`config.mk`:
```
export PLATFORM = sky130hd
export DESIGN_NAME = morse_sequence_player
export DESIGN_NICKNAME = d
export VERILOG_FILES = /design/src/rtl/morse_pkg.sv /design/src/rtl/morse_unit_timer.sv /design/src/rtl/morse_sequence_player.sv
export SDC_FILE = /design/constraint.sdc
export NUM_CORES = 1
export LEC_CHECK = 0
export ABC_AREA = 1
export BUFFER_PORTS_ARGS = -buffer_cell sky130_fd_sc_hd__buf_2
export CAP_MARGIN = 30
export CORE_MARGIN = 1
export CORE_UTILIZATION = 45
export DETAILED_ROUTE_END_ITERATION = 6
export PLACE_DENSITY = 0.62
export SLEW_MARGIN = 15
export SYNTH_ARGS = -nofsm -noshare
export SYNTH_HDL_FRONTEND = slang
export SYNTH_SLANG_ARGS = --single-unit
```
`constraint.sdc`:
```
create_clock -name i_clk -period 2.59 [get_ports i_clk]
set_clock_uncertainty 0.2 [all_clocks]
set_input_delay 0.518 -clock i_clk [delete_from_list [all_inputs] [get_ports i_clk]]
set_output_delay 0.518 -clock i_clk [all_outputs]
set_load 0.1 [all_outputs]
```
`src/rtl/morse_pkg.sv`:
```
// Shared symbol codes, signal codes and player state encoding for the Morse player.
package morse_pkg;
  localparam logic [1:0] SYM_DOT     = 2'b00;
  localparam logic [1:0] SYM_DASH    = 2'b01;
  localparam logic [1:0] SYM_ILLEGAL = 2'b10;
  localparam logic [1:0] SYM_EMPTY   = 2'b11;
  localparam logic [9:0] SEQ_EMPTY   = 10'h3FF;

  localparam logic [2:0] DOT    = 3'b000;
  localparam logic [2:0] DASH   = 3'b001;
  localparam logic [2:0] SPACE  = 3'b010;
  localparam logic [2:0] ENDSEQ = 3'b011;

  localparam int         UNIT_W    = 8;
  localparam logic [2:0] MAX_SLOTS = 3'd5;

  typedef enum logic [2:0] {
    IDLE  = 3'd0,
    LOAD  = 3'd1,
    MARK  = 3'd2,
    GAP   = 3'd3,
    TRAIL = 3'd4
  } state_t;

  function automatic logic is_mark(input logic [1:0] sym);
    return (sym == SYM_DOT) || (sym == SYM_DASH);
  endfunction
endpackage

```
`src/rtl/morse_unit_timer.sv`:
```
// Unit timer: cycle prescaler plus unit down-counter; o_done marks the last cycle of the interval.
module morse_unit_timer
  import morse_pkg::*;
#(
  parameter int UNIT_CYCLES = 5_000_000
) (
  input  logic              i_clk,
  input  logic              i_reset,
  input  logic              i_start,
  input  logic [UNIT_W-1:0] i_units,
  output logic              o_done
);
  localparam int            CW       = (UNIT_CYCLES > 1) ? $clog2(UNIT_CYCLES) : 1;
  localparam logic [CW-1:0] CYC_LAST = CW'(UNIT_CYCLES - 1);

  logic [CW-1:0]     r_cyc;
  logic [UNIT_W-1:0] r_left;
  logic              w_tick;

  assign w_tick = (r_cyc == CYC_LAST);
  assign o_done = w_tick && (r_left == UNIT_W'(1));

  // Prescaler wraps every unit; unit counter reloads on every state entry.
  always_ff @(posedge i_clk) begin
    if (i_reset) begin
      r_cyc  <= '0;
      r_left <= '0;
    end else if (i_start) begin
      r_cyc  <= '0;
      r_left <= i_units;
    end else if (r_left != '0) begin
      if (w_tick) begin
        r_cyc  <= '0;
        r_left <= r_left - UNIT_W'(1);
      end else begin
        r_cyc  <= r_cyc + CW'(1);
      end
    end
  end
endmodule

```
`src/rtl/morse_sequence_player.sv`:
```
// Plays a packed 10-bit Morse sequence as timed key on/off with registered outputs.
// Optional sidetone generator enabled by defining SIDETONE_EN.
module morse_sequence_player
  import morse_pkg::*;
#(
  parameter int UNIT_CYCLES      = 5_000_000,
  parameter int DASH_UNITS       = 3,
  parameter int LETTER_GAP_UNITS = 3,
  parameter int WORD_GAP_UNITS   = 7
`ifdef SIDETONE_EN
  ,
  parameter int TONE_DIV         = 50_000
`endif
) (
  input  logic       i_clk,
  input  logic       i_reset,
  input  logic       i_clear,
  input  logic [9:0] i_enc_seq,
  input  logic       i_space_endseqbar,
  input  logic       i_seq_valid,
  output logic       o_seq_ready,
  output logic       o_key,
  output logic       o_busy,
  output logic       o_msg_done,
  output logic       o_error,
  output logic       o_tone
);
  state_t            r_state, w_state_next;
  logic [9:0]        r_seq;
  logic              r_flag;
  logic [2:0]        r_idx;
  logic              r_key, r_ready, r_busy, r_msg_done, r_error;
  logic              w_clr, w_accept, w_done, w_start, w_last;
  logic [2:0]        w_idx_next;
  logic [UNIT_W-1:0] w_units;
  logic              w_key_next, w_ready_next, w_msg_next, w_err_next;

  assign w_clr      = i_reset | i_clear;
  assign w_accept   = (r_state == IDLE) && i_seq_valid;
  assign w_idx_next = (r_idx == MAX_SLOTS) ? r_idx : r_idx + 3'd1;
  // The current mark always sits in [9:8]; [7:6] is the slot that follows it.
  assign w_last     = (w_idx_next == MAX_SLOTS) || !is_mark(r_seq[7:6]);

  morse_unit_timer #(.UNIT_CYCLES(UNIT_CYCLES)) u_timer (
    .i_clk   (i_clk),
    .i_reset (w_clr),
    .i_start (w_start),
    .i_units (w_units),
    .o_done  (w_done)
  );

  // State register and latched sequence datapath.
  always_ff @(posedge i_clk) begin
    if (w_clr) begin
      r_state <= IDLE;
      r_seq   <= SEQ_EMPTY;
      r_flag  <= 1'b0;
      r_idx   <= 3'd0;
    end else begin
      r_state <= w_state_next;
      if (w_accept) begin
        r_seq  <= i_enc_seq;
        r_flag <= i_space_endseqbar;
        r_idx  <= 3'd0;
      end else if ((r_state == MARK) && w_done) begin
        r_seq  <= {r_seq[7:0], SYM_EMPTY};
        r_idx  <= w_idx_next;
      end
    end
  end

  // Next-state logic.
  always_comb begin
    w_state_next = r_state;
    if (w_clr) begin
      w_state_next = IDLE;
    end else begin
      case (r_state)
        IDLE:    w_state_next = i_seq_valid ? LOAD : IDLE;
        LOAD:    w_state_next = is_mark(r_seq[9:8]) ? MARK : TRAIL;
        MARK:    w_state_next = w_done ? (w_last ? TRAIL : GAP) : MARK;
        GAP:     w_state_next = w_done ? MARK : GAP;
        TRAIL:   w_state_next = w_done ? IDLE : TRAIL;
        default: w_state_next = IDLE;
      endcase
    end
  end

  // Output and timer-load decode for the state being entered.
  always_comb begin
    w_start = (w_state_next != r_state) && !w_clr;
    w_units = '0;
    case (w_state_next)
      MARK:    w_units = (r_seq[9:8] == SYM_DASH) ? UNIT_W'(DASH_UNITS) : UNIT_W'(1);
      GAP:     w_units = UNIT_W'(1);
      TRAIL:   w_units = r_flag ? UNIT_W'(LETTER_GAP_UNITS) : UNIT_W'(WORD_GAP_UNITS);
      default: w_units = '0;
    endcase
    w_key_next   = (w_state_next == MARK);
    w_ready_next = (w_state_next == IDLE);
    w_msg_next   = !w_clr && (r_state == TRAIL) && w_done && !r_flag;
    w_err_next   = !w_clr &&
                   (((r_state == LOAD) && (r_seq[9:8] == SYM_ILLEGAL)) ||
                    ((r_state == MARK) && w_done && (w_idx_next != MAX_SLOTS) &&
                     (r_seq[7:6] == SYM_ILLEGAL)));
  end

  // Registered outputs.
  always_ff @(posedge i_clk) begin
    if (w_clr) begin
      r_key      <= 1'b0;
      r_ready    <= 1'b1;
      r_busy     <= 1'b0;
      r_msg_done <= 1'b0;
      r_error    <= 1'b0;
    end else begin
      r_key      <= w_key_next;
      r_ready    <= w_ready_next;
      r_busy     <= !w_ready_next;
      r_msg_done <= w_msg_next;
      r_error    <= w_err_next;
    end
  end

  assign o_key       = r_key;
  assign o_seq_ready = r_ready;
  assign o_busy      = r_busy;
  assign o_msg_done  = r_msg_done;
  assign o_error     = r_error;

`ifdef SIDETONE_EN
  localparam int          TW = (TONE_DIV > 1) ? $clog2(TONE_DIV) : 1;
  logic [TW-1:0] r_tone_div;
  logic          r_tone;

  // Sidetone follows the next key value so the tone never outlives the mark.
  always_ff @(posedge i_clk) begin
    if (w_clr || !w_key_next) begin
      r_tone_div <= '0;
      r_tone     <= 1'b0;
    end else if (r_tone_div == TW'(TONE_DIV - 1)) begin
      r_tone_div <= '0;
      r_tone     <= !r_tone;
    end else begin
      r_tone_div <= r_tone_div + TW'(1);
    end
  end

  assign o_tone = r_tone;
`else
  assign o_tone = 1'b0;
`endif
endmodule
```
# --- Yosys cells after proc, flatten, opt, wreduce, memory -nomap -nowiden ---
# Index checks and enable logic that the tools add are counted.
# Widths: inputs -> output; s select.
word_totals:
  out_inout_bits: 6
  elab_cells: 80
  inputBits: 15
  regBits: 53
classes:
  mux: 18
  n_addsub: 3
  n_reduce_logical: 30
  n_bitwise: 1
  eq_ne: 17
ops:
  columns: ["op", "n"]
  rows:
  - ["$mux 8", 3]
  - ["$add 23x1->23 const B", 1]
  - ["$eq 23x23->1 const B", 1]
  - ["$mux 23", 1]
  - ["$mux 3", 7]
  - ["$mux 10", 2]
  - ["$pmux 3 s5", 1]
  - ["$eq 3x2->1 const B", 4]
  - ["$eq 3x3->1 const B", 4]
  - ["$logic_and 1x1->1", 11]
  - ["$pmux 3 s3", 1]
  - ["$eq 8x1->1 const B", 1]
  - ["$reduce_bool 8->1", 1]
  - ["$sub 8x1->8 const B", 1]
  - ["$logic_not 3->1", 2]
  - ["$reduce_bool 2->1", 3]
  - ["$eq 2x1->1 const B", 2]
  - ["$eq 2x2->1 const B", 2]
  - ["$logic_not 1->1", 4]
  - ["$logic_not 2->1", 2]
  - ["$logic_or 1x1->1", 4]
  - ["$reduce_or 2->1", 2]
  - ["$add 3x1->3 const B", 1]
  - ["$eq 3x1->1 const B", 1]
  - ["other kinds (6)", 7]

# --- Logic depth before layout (Yosys ltp) ---
# Gate-level depths: netlist of run 1.
depth:
  word_depth: 12
  ltp_mapped: 18
  ltp_nobuf: 18

# --- Cells and area by module ---
# A second synthesis of run 1 with hierarchy kept.
hier_totals:
  cells_unflattened: 490
  area_unflattened_um2: 3178.0
modules_own_cells:
  columns: ["mod", "n_inst", "cells_each", "area_per_inst_um2"]
  rows:
  - ["morse_unit_timer", 1, 335, 2075.7]
  - ["morse_sequence_player", 1, 155, 1102.3]

# --- Worst setup path after synthesis of run 1 ---
# No wires, ideal clock.
synth_timing:
  path_kind: "register to register"
  startpoint: "register r_idx[1]"
  endpoint: "register u_timer.r_cyc[16]"
  synth_period_minus_slack_ps: 2085
  arrival_time_ps: 1812
  setup_ps: 73
  n_path_buf: 1
  path_slack_ps: 505
  stages_incl_launch_ff: 17
  cell_sequence: "dfxtp_1 inv_1 ha_1 nand2_1 nand2_1 o21ai_0 nand3_1 nand2_1 inv_1 nand3_1 nand2_1 nand2_1 nand2_1 nand2_1 nand4_4 buf_6 nor3_2"
synth_between:
  elab_chain_cells: 11
synth_rtl:
  columns: ["element", "line_no", "text"]
  rows:
  - ["start, declared", "morse_sequence_player.sv:31", "logic [2:0] r_idx;"]
  - ["start signal, assigned", "morse_sequence_player.sv:67", "r_idx <= w_idx_next;"]
  - ["$add 3x1->3 or $eq 3x3->1 (tied branches)", "morse_sequence_player.sv:40", "assign w_idx_next = (r_idx == MAX_SLOTS) ? r_idx : r_idx + 3'd1;"]
  - ["$mux 3 *", "morse_sequence_player.sv:40", null]
  - ["$eq 3x3->1 *", "morse_sequence_player.sv:42", "assign w_last = (w_idx_next == MAX_SLOTS) || !is_mark(r_seq[7:6]);"]
  - ["$logic_or 1x1->1 *", "morse_sequence_player.sv:42", null]
  - ["$mux 3 * (2 in a row)", "morse_sequence_player.sv:81", "MARK: w_state_next = w_done ? (w_last ? TRAIL : GAP) : MARK;"]
  - ["$pmux 3 s5 *", "morse_sequence_player.sv:78", "case (r_state)"]
  - ["$mux 3 *", "morse_sequence_player.sv:75", "if (w_clr) begin"]
  - ["$ne 3x3->1 *", "morse_sequence_player.sv:91", "w_start = (w_state_next != r_state) && !w_clr;"]
  - ["$logic_and 1x1->1 *", "morse_sequence_player.sv:91", null]
  - ["$reduce_or 2->1 (no source line) *", null, null]
  - ["end signal, assigned", "morse_unit_timer.sv:36", "r_cyc <= r_cyc + CW'(1);"]
  - ["end, declared", "morse_unit_timer.sv:16", "logic [CW-1:0] r_cyc;"]
# Every way passes the cells marked *; elsewhere a longest branch is shown, timed or not.
# A chain may end at the register's enable or synchronous reset.

# --- Final worst setup path of run 1 ---
layout_timing:
  startpoint: "register u_timer.r_left[0]"
  endpoint: "register u_timer.r_cyc[18]"
layout_between:
  elab_chain_cells: 8
layout_rtl:
  columns: ["element", "line_no", "text"]
  rows:
  - ["start, declared", "morse_unit_timer.sv:17", "logic [UNIT_W-1:0] r_left;"]
  - ["start signal, assigned", "morse_unit_timer.sv:30", "r_left <= i_units;"]
  - ["start signal, assigned", "morse_unit_timer.sv:34", "r_left <= r_left - UNIT_W'(1);"]
  - ["$eq 8x1->1", "morse_unit_timer.sv:21", "assign o_done = w_tick && (r_left == UNIT_W'(1));"]
  - ["$logic_and 1x1->1", "morse_unit_timer.sv:21", null]
  - ["$mux 1, or another cell as far along", "morse_sequence_player.sv:82", "GAP: w_state_next = w_done ? MARK : GAP;"]
  - ["$pmux 3 s5", "morse_sequence_player.sv:78", null]
  - ["$mux 3", "morse_sequence_player.sv:75", null]
  - ["$ne 3x3->1", "morse_sequence_player.sv:91", null]
  - ["$logic_and 1x1->1", "morse_sequence_player.sv:91", null]
  - ["$reduce_or 2->1 (no source line)", null, null]
# Several ways; a longest one is shown, not always the timed one.

==> parameters.txt, run 1 <==
Parameter                              Value

Timing
  Min Clock Period, post-route    2.36 ns
  Count of final hold-check violations    0
  Final-report max-slew violation count    0
  Final critical-path setup slack    0.228 ns
  Portion of the clock cycle consumed by the worst path in the final layout    0.912
  Minimum hold slack    0.207 ns
  Top achievable clock speed    423 MHz
  Total of endpoints with negative setup slack in the final report    0

Worst hold path
  Source of the worst hold timing path    i_enc_seq[7]
  Min-Delay Path Class    input pin to register

Finish
  Cell Count, Final, Fillers Out    494
  Finished Core Util    0.526
  Inserted Diodes    0
  Synth-to-layout area growth    12.6%
  Post-Layout Inst Area    3130 um^2
  Final Net Count    440
  Total of fill cells in the finished design    590
  Layout cell share with drive strength beyond 1    0.172

Floorplan
  Die Span X    80.6 um
  Core Footprint    5960 um^2
  Die outline area    6500 um^2
  Die Span Y    80.6 um
  Starting density of the core    0.467
  Standard-cell rows    28
  Top Ports    21

Placement
  Final HPWL DP    4630 um
  Count of placed standard cells including taps    486
  Total placed instance area    3000 um^2
  Routability congestion estimate    0.833
  Post-place setup slack    0.115 ns
  Input/output buffers    19

Detailed routing
  DR DRC count    0
  First-pass iteration count of the detailed router    4
  Number of DRC violations after detailed-routing iteration 0    75
  Average detailed-routed wire length per instance    12.2 um
  Total number of vias    2565
  Total Routed Length    6010 um
  Vias per Instance    5.19
  Routed Antenna Nets    0

GRT
  Number of global-route vias before repair    2384
  Initial antenna violation count    0
  Global Route Usage Sum    0.199
  Pin count of the biggest net entering global routing    18
  GRT Residual Overflow    0
  Wire length of the first global-routing pass    10100 um

Worst setup path
  Crit start category    register
  Type of the worst setup path    register to register
  Sort of element at the end of the critical path    register
  Maximum fanout count along the critical path    7
  Worst path required time    2.60 ns
  Reg-to-Reg Start    u_timer.r_left[0]
  Worst stage delay on the critical path    0.36 ns
  CP cell instances    inv_1 -> ha_1 -> nand4_2 -> nand4_1 -> nor2_1 -> nand3_1 -> nor3b_1 -> xor2_1 -> nor3_2
  Crit path launch    u_timer.r_left[0]
  Critical Path AT    2.37 ns
  Standard cell with the maximum stage delay on the critical path    dfxtp_1

Yosys
  Simple-gate area share of the yosys netlist    0.384
  Number of instances in the synthesized netlist    390
  Fraction of the mapped netlist area in adder cells    0.0270
  Number of distinct standard cells referenced by the synthesized netlist    35
  Net count of the mapped netlist    411
  Mux cell area share after synthesis    0
  Total of warnings raised by yosys    0
  Total of flip-flops plus latches after synthesis    53
  Largest family of logic cells by synthesized area    simple AND/OR/NAND/NOR gates
  Avg Inst Size Synth    7.13 um^2
  Post-Syn Area    2780 um^2
  Sequential share of the synthesized area    0.381
  Share of the synthesized area in compound gates (AO/OA/AOI/OAI)    0.0846
  Post-synthesis xor/xnor area fraction    0.0409

CTS
  Maximum buffer depth of the clock tree    2
  Clock-pin transition on the worst setup and hold timing paths    0.10 ns
  Clock latency on the worst-skew pair    0.31 ns
  H-tree depth    2
  Clock tree root buffer cell    clkbuf_8
  Number of clock sinks    53
  Clock tree from TritonCTS    yes
  CTS Buf Count    5
  # hold bufs at CTS    0

Status
  Status    finished clean

Power and ir drop
  Pleak    1.24 nW
  Peak supply drop    0.290 mV
  Power density of the placed cells    461 nW/um^2

Run
  Max-capacitance violation count    0
-- area by class of cell --
| cell class | instances | area, um^2 | area share |
|---|---|---|---|
| sequential | 53 | 1060 | 0.340 |
| tap | 75 | 93.8 | 0.0300 |
| multi-input combinational | 282 | 1520 | 0.487 |
| timing repair buffer | 28 | 175 | 0.0560 |
| clock inverter | 1 | 7.51 | 0.00240 |
| inverter | 49 | 184 | 0.0588 |
| clock buffer | 6 | 82.6 | 0.0264 |
-- routing by layer --
layer / routed length, um / GRT usage
met1: 2920 / 0.242
met2: 2830 / 0.347
met3: 159 / 0.0352
met4: 103 / 0.0714
met5: 0 / 0
-- flip-flops by register name, indices dropped and copies added, names as in the netlist, 3 cells and up --
signal and flops:
r_idx 3, r_state 3, u_timer.r_cyc 23, u_timer.r_left 8, r_seq 10
-- cell usage after synthesis --
| library cell | n | share of area |
|---|---|---|
| nor3_1 | 15 | 0.027 |
| ha_1 | 6 | 0.027 |
| or2_2 | 1 | 0.0023 |
| buf_4 | 1 | 0.0027 |
| nand4_1 | 11 | 0.025 |
| nand4_4 | 1 | 0.0076 |
| nand3_2 | 1 | 0.0036 |
| nor3b_1 | 6 | 0.016 |
| nand4_2 | 1 | 0.0045 |
| o31ai_1 | 1 | 0.0027 |
| o21bai_1 | 2 | 0.0054 |
| o21ai_0 | 14 | 0.025 |
| nor2_2 | 7 | 0.016 |
| inv_1 | 45 | 0.061 |
| a31oi_1 | 1 | 0.0023 |
| buf_6 | 2 | 0.0081 |
| xnor2_1 | 1 | 0.0031 |
| nor2_1 | 54 | 0.073 |
| clkbuf_1 | 3 | 0.0040 |
| o2111ai_1 | 5 | 0.016 |
| nand2_1 | 80 | 0.11 |
| nand3_1 | 30 | 0.054 |
| a22oi_1 | 1 | 0.0027 |
| clkinv_1 | 1 | 0.0013 |
| o211ai_1 | 2 | 0.0054 |
| o21ai_1 | 2 | 0.0036 |
| nand2_2 | 2 | 0.0045 |
| xor2_1 | 12 | 0.038 |
| and3_1 | 1 | 0.0023 |
| inv_2 | 3 | 0.0040 |
| dfxtp_1 | 53 | 0.38 |
| nor4_1 | 2 | 0.0045 |
| a21oi_1 | 12 | 0.022 |
| conb_1 | 1 | 0.0013 |
| nor3_2 | 10 | 0.036 |
-- layout by cell type (no fill, tap or decap), drive strengths merged --
cell type  Yosys  final
conb           1      1
nor3b          6      6
nand3         31     31
ha             6      6
buf            3     28
a21oi         12     12
clkinvlp       0      1
clkinv         1      1
o2111ai        5      5
and3           1      1
nor3          25     25
xnor2          1      1
inv           48     48
o211ai         2      2
o21bai         2      2
xor2          12     12
a31oi          1      1
nor4           2      2
o21ai         16     16
nand2         82     82
nand4         13     13
nor2          61     61
o31ai          1      1
clkbuf         3      6
or2            1      1
a22oi          1      1
dfxtp         53     53
-- metrics by stage --
step	power, mW	TNS, ns
floorplan	0.943	0
global placement	0.976	0
detailed placement	0.976	0
CTS	1.46	0
global route	1.51	-0.0469
finish	1.44	0
-- cells by family (layout without fill, tap and decap cells) --
kind of cell,count (synthesis),count (layout)
compound gates,40,40
xor+xnor,13,13
fa+ha+maj,6,6
buf+inv,55,84
flops,53,53
other cells,1,1
simple gates,222,222
-- path summary, 6_finish.rpt --
check | end | cells after the start | slack, ns
setup / recovery | u_timer.r_cyc[18] | 9 | 0.23
hold / removal | r_seq[7] | 3 | 0.21
setup reg to reg | u_timer.r_cyc[18] | 9 | 0.23
hold reg to reg | r_seq[1] | 2 | 0.28
-- timing repair --
item	4_1_cts	5_1_grt
resized for setup	0	12
setup endpoints to repair	0	25
setup buffers	0	1
-- power breakdown --
group / switching [mW] / total (mW) / internal [mW]
logic: 0.0867 / 0.126 / 0.0390
registers: 0.00700 / 0.833 / 0.826
clock network: 0.273 / 0.485 / 0.212
-- critical path: cells and delay by family, from the launching register on --
family,cells,cell delay (ns)
and+or+nand+nor,6,1.18
DFF,1,0.36
adders and majority gates,1,0.22
xor gates and xnor gates,1,0.21
buffers and inverters,1,0.09
No activity file was read; power rests on OpenSTA's default activity.
==> run 2, diff against run 1 <==
--- a/config.mk
+++ b/config.mk
@@ -11,8 +11,9 @@
 export CORE_MARGIN = 1
 export CORE_UTILIZATION = 45
 export DETAILED_ROUTE_END_ITERATION = 6
-export PLACE_DENSITY = 0.62
+export PLACE_DENSITY = 0.61
 export SLEW_MARGIN = 15
 export SYNTH_ARGS = -nofsm -noshare
 export SYNTH_HDL_FRONTEND = slang
+export SYNTH_HIERARCHICAL = 1
 export SYNTH_SLANG_ARGS = --single-unit
==> run 2 against run 1 <==
Flip-flop and latch count stayed put. Highest routed layer unchanged. Sequential power about the same. First-iteration DRC count up 110%. Die area increased by 14%. Worst hold slack better by 0.020 ns. Via count is 31% higher. Sequential share of layout area fell by 9.4 points. Critical endpoint is now u_timer/r_cyc[6]. Largest cell class unchanged. Clock power down 6.0%. Design area up 38%. The run now ends with setup timing left.
==> parameters.txt, run 2 <==
Parameter                              Value

Finish
  Total of fill cells in the finished design    610 (+3.4%)
  Regs by FF count    u_timer/r_cyc: 23 flops, r_seq: 10 flops, u_timer/r_left: 8 flops
  Most used cells in the layout excluding fill and tap cells    nand2_1, buf_4, inv_1
  Commonest non-fill, non-tap cell in the layout    nand2_1
  Inserted Diodes    0 (unchanged)
  Most flops, register    u_timer/r_cyc
  Flip-flop count of the largest register, all copies and words added    23 (unchanged)
  Final Net Count    606 (+38%)
  Layout cell share with drive strength beyond 1    0.319 (+0.147)
  Finished Core Util    0.638 (+0.112)
  Synth-to-layout area growth    36.3%

Detailed routing
  DR DRC count    0 (unchanged)
  Average detailed-routed wire length per instance    11.9 um (-2.0%)
  Vias per Instance    4.94 (-4.9%)
  First-pass iteration count of the detailed router    5 (+1)
  Total number of vias    3368 (+31%)
  Routed Antenna Nets    0 (unchanged)
  Number of DRC violations after detailed-routing iteration 0    156 (+110%)
  Total Routed Length    8120 um (+35%)

Placement
  Final HPWL DP    6010 um (+30%)
  Input/output buffers    19 (unchanged)
  Routability congestion estimate    0.882 (+5.9%)
  Post-place setup slack    -0.288 ns (-0.403 ns)

CTS
  Clock tree from TritonCTS    yes
  H-tree depth    2 (unchanged)
  Maximum buffer depth of the clock tree    2 (unchanged)
  Clock tree root buffer cell    clkbuf_8
  Clock-pin transition on the worst setup and hold timing paths    0.09 ns (about the same)
  Number of clock sinks    53 (unchanged)
  CTS Buf Count    5 (unchanged)
  Clock latency on the worst-skew pair    0.30 ns (about the same)

Power and ir drop
  Pleak    1.99 nW (+60%)
  Peak supply drop    0.234 mV (-19%)
  Power density of the placed cells    354 nW/um^2 (-23%)

Worst setup path
  Crit path launch    u_timer/r_cyc[0]
  Worst path required time    2.63 ns (+0.03 ns)
  Type of the worst setup path    register to register
  Crit start category    register
  Sort of element at the end of the critical path    register
  Critical Path AT    2.85 ns (+0.48 ns)
  Standard cell with the maximum stage delay on the critical path    dfxtp_2
  Sum of buffers and inverters on the critical path    2 (+1)
  CP cell instances    ha_4 -> nand3_4 -> nor2_4 -> nand3_4 -> nor4b_4 -> inv_2 -> a31oi_1 -> nand2_2 -> nand2_2 -> nand2_2 -> nand2_1 -> nand2_1 -> nor2_2 -> nor2_4 -> nor2_4 -> nand2_8 -> buf_12 -> a21oi_2
  Worst stage delay on the critical path    0.36 ns (about the same)
  Cell family with most CP delay    simple AND/OR/NAND/NOR gates
  Reg-to-Reg Start    u_timer/r_cyc[0]
  Maximum fanout count along the critical path    5 (-2)

Floorplan
  Top Ports    21 (unchanged)
  Starting density of the core    0.468 (+0.000755)
  Die outline area    7400 um^2 (+14%)
  Die Span Y    86.0 um (+6.7%)
  Die Span X    86.0 um (+6.7%)
  Core Footprint    6790 um^2 (+14%)
  Standard-cell rows    30 (+7.1%)

Timing
  Top achievable clock speed    356 MHz (-16%)
  Final critical-path setup slack    -0.218 ns (-0.446 ns)
  Count of final hold-check violations    0 (unchanged)
  Final-report max-slew violation count    0 (unchanged)
  Total of endpoints with negative setup slack in the final report    31 (+31)
  Min Clock Period, post-route    2.81 ns (+0.446 ns)
  Portion of the clock cycle consumed by the worst path in the final layout    1.08 (+0.172)
  Unrepaired setup endpoints after global routing    true

Status
  Status    complete, but fails checks
  Failing checks    setup timing

GRT
  Met1 Track Usage GR    0.313 (+0.0711)
  Top Usage Layer GRT    met2
  GRT Residual Overflow    0 (unchanged)
  GR met3 Demand/Resource    0.0327 (-0.00250)
  Number of global-route vias before repair    3218 (+35%)
  Initial antenna violation count    0 (unchanged)
  Global Route Usage Sum    0.236 (+0.0372)
  Pin count of the biggest net entering global routing    21 (+3)
  Met2 Resource Use GR    0.405 (+0.0573)
  Wire length of the first global-routing pass    14200 um (+40%)

Yosys
  Post-Syn Area    3180 um^2 (+14%)
  Cells taking the most area after synthesis    dfxtp_1, nand2_1, nor2_1, inv_1, nand3_1
  Number of distinct standard cells referenced by the synthesized netlist    37 (+5.7%)
  Number of synthesized flops with an enable pin    0 (unchanged)
  Fraction of registers with async set/reset    0 (unchanged)
  Most frequent cell after synthesis    nand2_1
  Cell type contributing the most total cell area after synthesis    dfxtp_1
  Number of instances in the synthesized netlist    490 (+26%)
  Total of warnings raised by yosys    6 (+6)
  Total of flip-flops plus latches after synthesis    53 (unchanged)
  Predominant post-synthesis flop cell    dfxtp_1
  Cell types with the highest counts after synthesis    nand2_1, nor2_1, inv_1, dfxtp_1, nand3_1
  Sequential share of the synthesized area    0.334 (-0.0476)
  Avg Inst Size Synth    6.49 um^2 (-9.1%)
  Portion of synthesized cell area occupied by the leading cell type    0.334 (-0.0476)

Worst hold path
  Source of the worst hold timing path    i_enc_seq[2]
  Min-Delay Path Class    input pin to register

Run
  Max-capacitance violation count    0 (unchanged)
## run 2: what timing repair did
item                       in CTS  in global routing
buffers inserted               15                  4
hold endpoints to repair        0                  0
hold buffers                    0                  0
resized for setup              32                 25
pin swaps                      33                 15
setup endpoints to repair      31                 31
## run 2: tightest hold or removal path: cells and delay by family
family,cells,cell delay [ns]
buffers and inverters,1,0.08
AOI/OAI and AO/OA,1,0.06
and+or+nand+nor,1,0.05
## run 2: logic make-up (layout without fill, tap and decap cells)
| kind of cell | after synthesis | after routing | share of synthesized area |
|---|---|---|---|
| fa+ha+maj | 6 | 6 | 0.0236 |
| flops | 53 | 53 | 0.334 |
| simple gates | 300 | 300 | 0.443 |
| buf+inv | 78 | 169 | 0.0968 |
| other cells | 1 | 6 | 0.00118 |
| xor+xnor | 6 | 6 | 0.0165 |
| compound gates | 46 | 46 | 0.0854 |
## run 2: worst paths after layout
check	slack (ns)	end	cells after the start
min	0.23	r_seq[2]	3
max	-0.22	u_timer/r_cyc[6]	18
max reg2reg	-0.22	u_timer/r_cyc[6]	18
min reg2reg	0.29	o_msg_done	1
## run 2: where the power goes
| group | internal [mW] | total (mW) | switching (mW) |
|---|---|---|---|
| Sequential | 0.828 | 0.835 | 0.00754 |
| Clock | 0.192 | 0.456 | 0.264 |
| Combinational | 0.0833 | 0.241 | 0.158 |
## run 2: final cells by class
class / count / area [um^2] / area share
multi-input combinational: 364 / 2090 / 0.483
sequential: 53 / 1060 / 0.246
clock inverter: 1 / 7.51 / 0.00173
clock buffer: 7 / 76.3 / 0.0176
tap: 96 / 120 / 0.0277
timing repair buffer: 89 / 678 / 0.157
inverter: 72 / 292 / 0.0673
## run 2: layer usage
layer  routed length [um]  share of wire  up-vias
met1                 4000           0.49     1560
met3                  224          0.028        9
met2                 3810           0.47       46
met5                    0              0        -
met4                   90          0.011        0
li1                     -              -     1753
## run 2: per-stage QoR
stage	setup TNS (ns)	power, mW	hold slack [ns]	std cells	cell area, um^2
floorplan	-1.92	0.998	0.207	495	3290
global placement	-4.23	1.06	0.251	655	3870
detailed placement	-5.17	1.06	0.261	655	3870
CTS	-5.12	1.55	0.219	678	4210
global route	-10.20	1.61	0.234	682	4330
finish	-4.97	1.53	0.227	682	4330
